===== src/rtl/vchanel_fifo_bank.sv =====
// Four virtual-channel FWFT FIFOs fed by a class-tagged write port and drained by one-hot pops.
// Latency: a word written at edge k is on out_vchanelN right after edge k; a pop advances the head at that edge.
// Backpressure: almost_full/full per channel; a push to a full channel without a same-cycle pop is dropped and flagged.

module vc_fifo #(
    parameter int DATA_W = 4,
    parameter int DEPTH  = 4,
    parameter int PTR_W  = 2
) (
    input  logic              clk,
    input  logic              rst,
    input  logic              push_vld,
    input  logic [DATA_W-1:0] push_dat,
    input  logic              pop_vld,
    output logic [DATA_W-1:0] head_dat,
    output logic [PTR_W:0]    count,
    output logic              push_drop,
    output logic              pop_udf
);
    localparam logic [PTR_W:0] FULL_CNT = (PTR_W+1)'(DEPTH);

    logic [DATA_W-1:0] mem [DEPTH];
    logic [PTR_W-1:0]  wr_ptr;
    logic [PTR_W-1:0]  rd_ptr;
    logic              is_empty;
    logic              is_full;
    logic              push_ok;
    logic              pop_ok;

    assign is_empty  = (count == '0);
    assign is_full   = (count == FULL_CNT);
    assign pop_ok    = pop_vld && !is_empty;
    // A full FIFO can still take a word when its head leaves in the same cycle.
    assign push_ok   = push_vld && (!is_full || pop_vld);
    assign push_drop = push_vld && !push_ok;
    assign pop_udf   = pop_vld && is_empty;
    assign head_dat  = is_empty ? '0 : mem[rd_ptr];

    always_ff @(posedge clk) begin
        if (push_ok) begin
            mem[wr_ptr] <= push_dat;
        end
    end

    always_ff @(posedge clk or negedge rst) begin
        if (!rst) begin
            wr_ptr <= '0;
            rd_ptr <= '0;
            count  <= '0;
        end else begin
            if (push_ok) begin
                wr_ptr <= wr_ptr + 1'b1;
            end
            if (pop_ok) begin
                rd_ptr <= rd_ptr + 1'b1;
            end
            case ({push_ok, pop_ok})
                2'b10:   count <= count + 1'b1;
                2'b01:   count <= count - 1'b1;
                default: count <= count;
            endcase
        end
    end
endmodule

module vchanel_fifo_bank #(
    parameter int DATA_W    = 4,
    parameter int DEPTH     = 4,
    parameter int PTR_W     = 2,
    parameter int AF_THRESH = 3
) (
    input  logic              clk,
    input  logic              rst,
    input  logic              enb,
    input  logic              push,
    input  logic [1:0]        class_in,
    input  logic [DATA_W-1:0] data_in,
    input  logic [3:0]        pop_vchanel,
    output logic [DATA_W-1:0] out_vchanel0,
    output logic [DATA_W-1:0] out_vchanel1,
    output logic [DATA_W-1:0] out_vchanel2,
    output logic [DATA_W-1:0] out_vchanel3,
    output logic              empty_vchanel0,
    output logic              empty_vchanel1,
    output logic              empty_vchanel2,
    output logic              empty_vchanel3,
    output logic [3:0]        almost_full_vchanel,
    output logic [3:0]        full_vchanel,
    output logic              overflow_err,
    output logic              underflow_err
);
    localparam logic [PTR_W:0] FULL_CNT = (PTR_W+1)'(DEPTH);
    localparam logic [PTR_W:0] AF_CNT   = (PTR_W+1)'(AF_THRESH);

    logic [DATA_W-1:0] head [4];
    logic [PTR_W:0]    cnt  [4];
    logic [3:0]        empty;
    logic [3:0]        drop;
    logic [3:0]        udf;

    genvar g;
    generate
        for (g = 0; g < 4; g++) begin : g_vc
            vc_fifo #(
                .DATA_W (DATA_W),
                .DEPTH  (DEPTH),
                .PTR_W  (PTR_W)
            ) u_fifo (
                .clk       (clk),
                .rst       (rst),
                .push_vld  (enb && push && (class_in == 2'(g))),
                .push_dat  (data_in),
                .pop_vld   (enb && pop_vchanel[g]),
                .head_dat  (head[g]),
                .count     (cnt[g]),
                .push_drop (drop[g]),
                .pop_udf   (udf[g])
            );
            assign empty[g]               = (cnt[g] == '0);
            assign full_vchanel[g]        = (cnt[g] == FULL_CNT);
            assign almost_full_vchanel[g] = (cnt[g] >= AF_CNT);
        end
    endgenerate

    assign out_vchanel0   = head[0];
    assign out_vchanel1   = head[1];
    assign out_vchanel2   = head[2];
    assign out_vchanel3   = head[3];
    assign empty_vchanel0 = empty[0];
    assign empty_vchanel1 = empty[1];
    assign empty_vchanel2 = empty[2];
    assign empty_vchanel3 = empty[3];

    // Sticky until reset; enb is already folded into drop/udf.
    always_ff @(posedge clk or negedge rst) begin
        if (!rst) begin
            overflow_err  <= 1'b0;
            underflow_err <= 1'b0;
        end else begin
            if (|drop) begin
                overflow_err <= 1'b1;
            end
            if (|udf) begin
                underflow_err <= 1'b1;
            end
        end
    end
endmodule


===== config.mk =====
export PLATFORM = sky130hd
export DESIGN_NAME = vchanel_fifo_bank
export DESIGN_NICKNAME = d
export VERILOG_FILES = /design/src/rtl/vchanel_fifo_bank.sv
export SDC_FILE = /design/constraint.sdc
export NUM_CORES = 1
export LEC_CHECK = 0
export CAP_MARGIN = 25
export CORE_MARGIN = 2
export CORE_UTILIZATION = 35
export CTS_CLUSTER_DIAMETER = 40
export DETAILED_ROUTE_END_ITERATION = 8
export PLACE_DENSITY = 0.5
export SLEW_MARGIN = 10
export SYNTH_ARGS = -nofsm -noshare
export SYNTH_HDL_FRONTEND = slang
export SYNTH_SLANG_ARGS = --single-unit

===== constraint.sdc =====
create_clock -name clk -period 2.4 [get_ports clk]
set_input_delay 0.24 -clock clk [delete_from_list [all_inputs] [get_ports clk]]
set_output_delay 0.24 -clock clk [all_outputs]
set_load 0.05 [all_outputs]

==> flow_summary.yaml, run 1 <==
yosys:
  synthTopCellsByArea: "edfxtp_1, dfrtp_1, mux4_2"
  ys_warn_count: 0
  synth_edf_count: 64
  avgSynthCellArea_um2: 15.6
  ys_seq_elements: 94
  yosysTopAreaCell: "edfxtp_1"
  synth.distinct_cells: 33
  ys.flop_type: "edfxtp_1"
  syn_inst: 284
  syn-num-nets: 322
  ys_async_sr_fraction: 0.319
  synthesis.area_mm2: 0.00442
  synth_top_area_frac: 0.435
  ys_seq_area_frac: 0.604
clocking:
  root_buffer: "clkbuf_16"
  cts_tree: "done"
  htree_levels: 3
  post_cts_buffers: 0
  cts_hold_buffers: 0
  insertion_delay_ns: 0.34
  path_clk_slew_ns: 0.07
  cts.sink_count: 94
  cts_buffer_depth: 2
  cts_inserted_buffers: 9
status:
  outcome: "complete, no violations"
detailed_routing:
  postRouteWirelength_um: 8370
  avgRoutedWirePerCell_um: 16.0
  route.detailed.drc: 0
  drt_iter0_markers: 100
  viasPerCell: 4.54
  dr.pass1.iters: 4
  via_count: 2370
  antenna_left: 0
final_layout:
  final_util: 0.440
  area_delta_synth_final_pct: 23.9
  antennaDiodeCount: 0
  layout_commonest_cell: "edfxtp_1"
  final_cells: 522
  final_cell_mix: "edfxtp_1, dfrtp_1, buf_4"
  nets: 383
  drive_gt1_frac: 0.217
floorplan:
  rows: 41
  initial_core_util: 0.355
  io_pins: 44
  die_w_um: 116
  core-area_mm2: 0.0125
  fp.dieH_um: 116
  die-area_mm2: 0.0136
global_route:
  antenna_found_initial: 0
  grt_max_degree: 31
  grt_pass1_vias: 2465
  overflow: 0
  grt_pass1_wl_um: 13500
  grt_usage: 0.137
pwr:
  leakage_nw: 2.13
  max-vdd-ir-drop_mv: 0.679
  power.density_mw_per_mm2: 1270
sta:
  setup_viol_count_final: 0
  final.setup.tns_ns: 0
  fmax_ghz: 0.433
  rsz0062_at_grt: "false"
  fin_skew_ns: 0.00765
  finalCriticalPeriod_ns: 2.31
  worst_pin_slew_ns: 0.701
  hold_viol_final: 0
  fin_crit_sh: 0.963
  slew_violations: 0
  timing.slew.headroom: 0.531
job:
  max_cap_violations: 0
placed_design:
  place.gp.congestion: 0.702
  dp_cells: 506
  portBuffers: 43
  post-dp-hpwl_um: 5980
worst_hold_path:
  min_path_type: "in -> async"
worst_setup_path:
  crit_fanout: 6
  crit_type: "reg -> out"
  crit_start: "g_vc[2].u_fifo.count[1]"
  critical_path_required_ns: 2.16
  worstSetupEndpointType: "output port"
  r2r_start: "g_vc[1].u_fifo.count[0]"
  setup.worst_path.start_class: "flop"
  arrival_ns: 2.07
==> per-stage QoR <==
stage	setup WS (ns)	power (mW)	hold slack, ns	instance area, um^2
finish	0.0895	6.96	0.297	5480
global route	0.000230	7.39	0.337	5480
CTS	0.0189	7.07	0.306	5480
detailed placement	0.0326	5.54	0.465	5150
global placement	0.0729	5.50	0.454	5150
floorplan	0.349	4.60	-0.0556	4440
==> synth_stat cells, types with 3 or more instances <==
cell type  count
nand2_1        9
buf_2          6
fa_1           4
edfxtp_1      64
mux4_2        16
xnor2_1       12
ha_1          20
dfrtp_1       30
xor2_1        12
and2_1        16
nor3_1         4
nor2_1         4
buf_4          4
a21o_1         5
o311a_1        4
inv_1         26
nor3b_2        4
nor4b_1        3
nor2b_1       16
==> final timing paths <==
kind / end / cells after the start / slack (ns)
worst max-delay path: full_vchanel[2] / 3 / 0.09
worst min-delay path: g_vc[3].u_fifo.wr_ptr[1] / 2 / 0.30
worst max register to register: g_vc[1].u_fifo.count[2] / 9 / 0.29
worst min register to register: underflow_err / 1 / 0.47
max in group asynchronous: g_vc[2].u_fifo.count[2] / 2 / 1.79
min in group clk: underflow_err / 1 / 0.47
==> logic make-up after synthesis <==
kind of cell,after synthesis,share of synthesized area
compound gates,23,0.0552
xor+xnor,24,0.0475
mux,22,0.0979
simple gates,59,0.0832
fa+ha+maj,24,0.0747
buf+inv,38,0.0373
flops,94,0.604
==> metal layers <==
metal | GRT usage | up-vias | share of wire
li1 | - | 1135 | -
met1 | 0.169 | 1191 | 0.43
met2 | 0.232 | 33 | 0.52
met3 | 0.0291 | 11 | 0.029
met4 | 0.0643 | 0 | 0.017
met5 | 0 | - | 0
==> timing repair <==
| action | CTS | global route |
|---|---|---|
| gates cloned | 0 | 0 |
| gates resized for setup | 9 | 1 |
| setup endpoints to repair | 9 | 1 |
==> power by group <==
| group | switching (mW) | leakage, nW | internal (mW) |
|---|---|---|---|
| combinational | 1.75 | 1.04 | 1.18 |
| sequential | 0.427 | 0.923 | 2.01 |
| clock | 0.610 | 0.163 | 0.976 |
==> critical path: stages (launching register included) <==
cell and delay [ns]:
dfrtp_1 0.46, nor3b_2 0.30, buf_4 0.18, clkdlybuf4s50_1 0.80
==> state kept, by name (all words and copies together), names as in the netlist <==
| register | count |
|---|---|
| g_vc.u_fifo.count | 12 |
| overflow_err | 1 |
| g_vc.u_fifo.rd_ptr | 8 |
| g_vc.u_fifo.mem | 64 |
| underflow_err | 1 |
| g_vc.u_fifo.wr_ptr | 8 |
==> cell type report <==
type	instances	area, um^2
clock buffer	12	256
clock inverter	4	77.6
fill	1129	6990
inverter	26	97.6
multi-input combinational	152	1610
sequential	94	2670
tap	172	215
timing repair buffer	62	554
(Power assumes the default switching activity.)
==> inputs of run 2 (changes only) <==
CORE_UTILIZATION = 57   (was 35)
PLACE_DENSITY = 0.8   (was 0.5)
==> run 2 against run 1 <==
Net effect:
- clock-buffer cell count shrank 3
- critical path depth stayed put
- hold slack worse by 0.022 ns
- sequential power about the same
- cell count down 14%
- global-route usage up 6.2 points
- sequential cell count is the same
- cell area down 4.3%
- total power down 9.3%
- first-iteration DRC count shrank 3.0%
- fmax up 1.8%
- critical endpoint is now out_vchanel0[3]
- clock power is 35% lower
==> flow_summary.yaml, run 2 (synthesis results as in run 1) <==
final_layout:
  nets: 379
  largest_register: "g_vc.u_fifo.mem"
  final_util: 0.689
  multi_input_area_mm2: 0.00161
  reg_top3: "g_vc.u_fifo.mem (64), g_vc.u_fifo.count (12)"
  layout_commonest_cell: "edfxtp_1"
  drive_gt1_frac: 0.185
  area_delta_synth_final_pct: 18.5
  antennaDiodeCount: 0
  fill_cells: 536
  final_cell_mix: "edfxtp_1, dfrtp_1, inv_1"
  largest_reg_flops: 64
  register_area_mm2: 0.00267
floorplan:
  core-area_mm2: 0.00761
  io_pins: 44
  rows: 32
  initial_core_util: 0.581
  die_w_um: 92.1
  fp.dieH_um: 92.1
  die-area_mm2: 0.00848
pwr:
  p_comb_frac: 0.449
  clkPwrFrac: 0.164
  max-vdd-ir-drop_mv: 0.772
  swShare: 0.429
  leakage_nw: 2.12
  power.switching_mw: 2.70
  power.density_mw_per_mm2: 1200
  p_int_mw: 3.61
  p_seq_frac: 0.387
sta:
  worst_pin_slew_ns: 0.623
  fin_skew_ns: 0.00942
  rsz0062_at_grt: "false"
  timing.slew.headroom: 0.583
  setup_viol_count_final: 0
  finalCriticalPeriod_ns: 2.27
  slew_violations: 0
  hold_viol_final: 0
  fmax_ghz: 0.441
  fin_crit_sh: 0.945
  final.setup.tns_ns: 0
worst_setup_path:
  setup.worst_path.start_class: "flop"
  path_cells: "mux4_2 -> nor2b_1 -> dlygate4sd2_1"
  crit_fanout: 6
  max_stage_delay_ns: 0.55
  crit_type: "reg -> out"
  worstSetupEndpointType: "output port"
  cpMaxStageDelayCell: "dfrtp_1"
  critical_path_required_ns: 2.16
  arrival_ns: 2.03
global_route:
  grt_pass1_vias: 2481
  antenna_found_initial: 0
  grt_pass1_wl_um: 12600
  overflow: 0
  grt_max_degree: 31
  grt_usage: 0.200
detailed_routing:
  drt_iter0_markers: 97
  avgRoutedWirePerCell_um: 16.8
  via_count: 2401
  viasPerCell: 5.36
  dr.pass1.iters: 4
  route.detailed.drc: 0
  postRouteWirelength_um: 7540
  antenna_left: 0
clocking:
  insertion_delay_ns: 0.36
  cts_buffer_depth: 2
  cts.sink_count: 94
  path_clk_slew_ns: 0.09
  cts_inserted_buffers: 9
  htree_levels: 3
  cts_tree: "done"
  root_buffer: "clkbuf_8"
  post_cts_buffers: 0
placed_design:
  post-dp-hpwl_um: 5350
  place.gp.congestion: 0.775
  portBuffers: 43
worst_hold_path:
  min_path_type: "in -> async"
job:
  max_cap_violations: 0
status:
  outcome: "complete, no violations"
==> run 2: routing by layer <==
metal  track usage  wire length [um]  share of wire  up-vias
met5             0                 0              0        -
met4        0.0821               120          0.016        0
met3        0.0419               300          0.040       13
met2         0.341              3890           0.52       53
met1         0.249              3240           0.43     1207
li1              -                 -              -     1128
==> run 2: worst max-delay path: cells and delay by family, from the launching register on <==
| family | cells | cell delay [ns] |
|---|---|---|
| mux | 1 | 0.55 |
| flops | 1 | 0.55 |
| buf+inv | 1 | 0.43 |
| simple gates | 1 | 0.14 |
==> run 2: per-stage QoR <==
step	std cells	hold WS, ns	total power, mW	area [um^2]	worst slack [ns]
6_report	448	0.275	6.31	5240	0.131
5_1_grt	448	0.327	6.69	5240	0.00147
4_1_cts	448	0.289	6.38	5230	0.0356
3_5_place_dp	432	0.504	5.48	5060	0.0217
3_3_place_gp	432	0.508	5.40	5060	0.0953
2_1_floorplan	284	-0.0556	4.60	4440	0.349
==> run 2: repair_timing <==
action,4_1_cts,5_1_grt
hold buffers,0,0
setup endpoints to repair,17,5
resized for setup,17,5
==> run 2: power groups by stage <==
stage | sequential, mW | clock (mW) | combinational (mW)
after floorplan | 2.27 | 0 | 2.33
after global placement | 2.46 | 0 | 2.94
after detailed placement | 2.48 | 0 | 3.00
after CTS | 2.45 | 1.05 | 2.88
after global routing | 2.51 | 1.12 | 3.06
final | 2.44 | 1.04 | 2.83
==> run 2: path summary, 6_finish.rpt <==
| check | startpoint | to | slack [ns] | cells after the start |
|---|---|---|---|---|
| setup / recovery | g_vc[0].u_fifo.rd_ptr[0] | out_vchanel0[3] | 0.13 | 3 |
| hold / removal | rst | g_vc[1].u_fifo.wr_ptr[1] | 0.27 | 2 |
| setup reg to reg | g_vc[0].u_fifo.count[1] | g_vc[0].u_fifo.count[2] | 0.27 | 9 |
| hold reg to reg | underflow_err | underflow_err | 0.51 | 1 |
| max in group asynchronous | rst | g_vc[2].u_fifo.rd_ptr[0] | 1.83 | 2 |
| min in group clk | underflow_err | underflow_err | 0.51 | 1 |
==> run 2: area by class of cell <==
type | count | area share
Multi-Input combinational cell | 152 | 0.306
Tap cell | 102 | 0.0243
Clock inverter | 7 | 0.0134
Timing Repair Buffer | 58 | 0.104
Clock buffer | 9 | 0.0236
Inverter | 26 | 0.0186
Sequential cell | 94 | 0.510
==> inputs of run 3 (changes only) <==
CTS_CLUSTER_DIAMETER = not set   (was 40)
GPL_TIMING_DRIVEN = 0   (was not set)
SYNTH_HIERARCHICAL = 1   (was not set)
==> run 3 against run 2 <==
Net effect:
- first-iteration DRC count shrank 15%
- non-clock buffer count down 10
- sequential power down 2%
- area after synthesis rose by 0.99%
- clock skew about the same
- fmax increased by 2.1%
- global-route usage down 1.3 points
- clock-buffer cell count increased by 2
- total power rose by 1.5%
- critical path type is now reg -> reg
==> flow_summary.yaml, run 3 <==
placed_design:
  place.gp.congestion: 0.707
  post-dp-hpwl_um: 5110
  portBuffers: 43
  dp_cells: 436
sta:
  rsz0062_at_grt: "false"
  hold_viol_final: 0
  fmax_ghz: 0.450
  worst_pin_slew_ns: 0.712
  slew_violations: 0
  timing.slew.headroom: 0.525
  fin_skew_ns: 0.00941
  setup_viol_count_final: 0
  finalCriticalPeriod_ns: 2.22
  fin_crit_sh: 0.926
detailed_routing:
  antenna_left: 0
  dr.pass1.iters: 4
  via_count: 2335
  avgRoutedWirePerCell_um: 16.2
  viasPerCell: 5.15
  route.detailed.drc: 0
  drt_iter0_markers: 82
  postRouteWirelength_um: 7340
global_route:
  grt_pass1_vias: 2379
  grt_pass1_wl_um: 11900
  overflow: 0
  grt_usage: 0.187
  antenna_found_initial: 0
  grt_max_degree: 31
worst_setup_path:
  path_cells: "nor4b_2 -> nor2b_2 -> inv_1 -> ha_1 -> inv_1 -> fa_1 -> xor2_1 -> nor2_1 -> xor2_1"
  worstSetupEndpointType: "flop"
  r2r_slack_ns: 0.18
  crit_start: "g_vc[2].u_fifo/count[0]"
  setup.worst_path.start_class: "flop"
  crit_family: "simple AND/OR/NAND/NOR gates"
  r2r_cells: 9
  max_stage_delay_ns: 0.47
  arrival_ns: 2.50
  critical_path_required_ns: 2.68
  r2r-end: "g_vc[2].u_fifo/count[2]"
  r2r_start: "g_vc[2].u_fifo/count[0]"
  cpMaxStageDelayCell: "dfrtp_1"
  crit_type: "reg -> reg"
  crit_fanout: 7
  crit_buf_inv: 2
final_layout:
  nets: 384
  largest_register: "g_vc.u_fifo/mem"
  final_cells: 453
  fill_cells: 540
  reg_top3: "g_vc.u_fifo/mem (64), g_vc.u_fifo/count (12)"
  layout_commonest_cell: "edfxtp_1"
  drive_gt1_frac: 0.228
  area_delta_synth_final_pct: 16.8
  antennaDiodeCount: 0
  largest_reg_flops: 64
  final_cell_mix: "edfxtp_1, dfrtp_1, inv_1"
yosys:
  synth_edf_count: 64
  ys.flop_type: "edfxtp_1"
  synthTopCellsByCount: "edfxtp_1, dfrtp_1, inv_1, and2_2, ha_1"
  synthesis.area_mm2: 0.00447
  synth_top_area_frac: 0.430
  ys_seq_area_frac: 0.598
  syn-num-nets: 329
  syn_inst: 291
  avgSynthCellArea_um2: 15.3
  synth.most_common_cell: "edfxtp_1"
  yosysTopAreaCell: "edfxtp_1"
  ys_async_sr_fraction: 0.319
  ys_warn_count: 6
  synthTopCellsByArea: "edfxtp_1, dfrtp_1, mux4_2"
  synth.distinct_cells: 24
  ys_seq_elements: 94
pwr:
  total_power_mw: 6.40
  max-vdd-ir-drop_mv: 0.892
  leakage_nw: 2.04
  power.density_mw_per_mm2: 1230
floorplan:
  fp.dieH_um: 92.5
  die_w_um: 92.5
  core-area_mm2: 0.00765
  die-area_mm2: 0.00856
  io_pins: 44
  rows: 32
  initial_core_util: 0.584
clocking:
  insertion_delay_ns: 0.35
  path_clk_slew_ns: 0.09
  cts.sink_count: 94
  htree_levels: 3
  cts_tree: "done"
  cts_buffer_depth: 2
  root_buffer: "clkbuf_8"
  cts_inserted_buffers: 9
status:
  outcome: "complete, no violations"
worst_hold_path:
  min_path_type: "in -> async"
job:
  max_cap_violations: 0
## run 3: worst max path at each step
stage	to	slack [ns]	cells after the start
global route	g_vc[3].u_fifo/count[2]	0.02	9
floorplan	g_vc[1].u_fifo/count[2]	0.43	9
CTS	g_vc[2].u_fifo/count[2]	0.17	9
global placement	g_vc[2].u_fifo/count[2]	-0.35	11
finish	g_vc[2].u_fifo/count[2]	0.18	9
detailed placement	g_vc[2].u_fifo/count[2]	-0.41	11
## run 3: timing repair
action | CTS | global route
hold buffers | 1 | 0
pin swaps | 0 | 0
setup buffers | 0 | 0
gates resized for setup | 17 | 1
endpoints found under the setup margin | 18 | 1
hold endpoints to repair | 30 | 0
## run 3: area by class of cell
type	count	area (um^2)	share of cell area
clock buffers	11	141	0.0271
plain buffers	4	45.0	0.00864
repair buffers	44	414	0.0794
clock inverters	5	57.6	0.0110
flip-flops and latches	94	2670	0.512
well taps	102	128	0.0245
multi-input cells	164	1650	0.316
inverters	29	109	0.0209
## run 3: kinds of logic after synthesis
logic type	after synthesis	share of synthesized area
AO/OA/AOI/OAI	4	0.00672
buffers and inverters	33	0.0345
adder cells (fa/ha/maj)	24	0.0740
flip-flops	94	0.598
XOR/XNOR	24	0.0471
multiplexers	24	0.103
AND/OR/NAND/NOR	88	0.136
## run 3: worst register-to-register path, delay by kind of cell, from the launching register on
| family | cells | cell delay (ns) |
|---|---|---|
| simple gates | 3 | 0.68 |
| fa+ha+maj | 2 | 0.55 |
| xor+xnor | 2 | 0.30 |
| flops | 1 | 0.47 |
| buf+inv | 2 | 0.14 |
## run 3: power breakdown
part	total [mW]	leakage, nW	internal [mW]	switching (mW)
sequential	2.39	0.923	2.02	0.368
combinational	2.98	1.02	1.22	1.75
clock	1.04	0.0936	0.511	0.527
## run 3: stage by stage
stage	cell area, um^2	TNS, ns	hold slack (ns)	utilization	setup WS [ns]
floorplan	4470	0	-0.0556	-	0.429
global placement	5020	-1.77	0.472	0.657	-0.350
detailed placement	5020	-2.11	0.334	0.656	-0.406
CTS	5210	0	0.482	0.681	0.168
global route	5220	0	0.516	0.682	0.0235
finish	5220	0	0.463	0.682	0.178
## run 3: metal layers
layer / track usage / vias to the layer above / share of wire / wire length [um]
li1: - / 1120 / - / -
met1: 0.248 / 1169 / 0.45 / 3310
met2: 0.306 / 35 / 0.51 / 3720
met3: 0.0301 / 11 / 0.026 / 190
met4: 0.0846 / 0 / 0.017 / 128
met5: 0 / - / 0 / 0
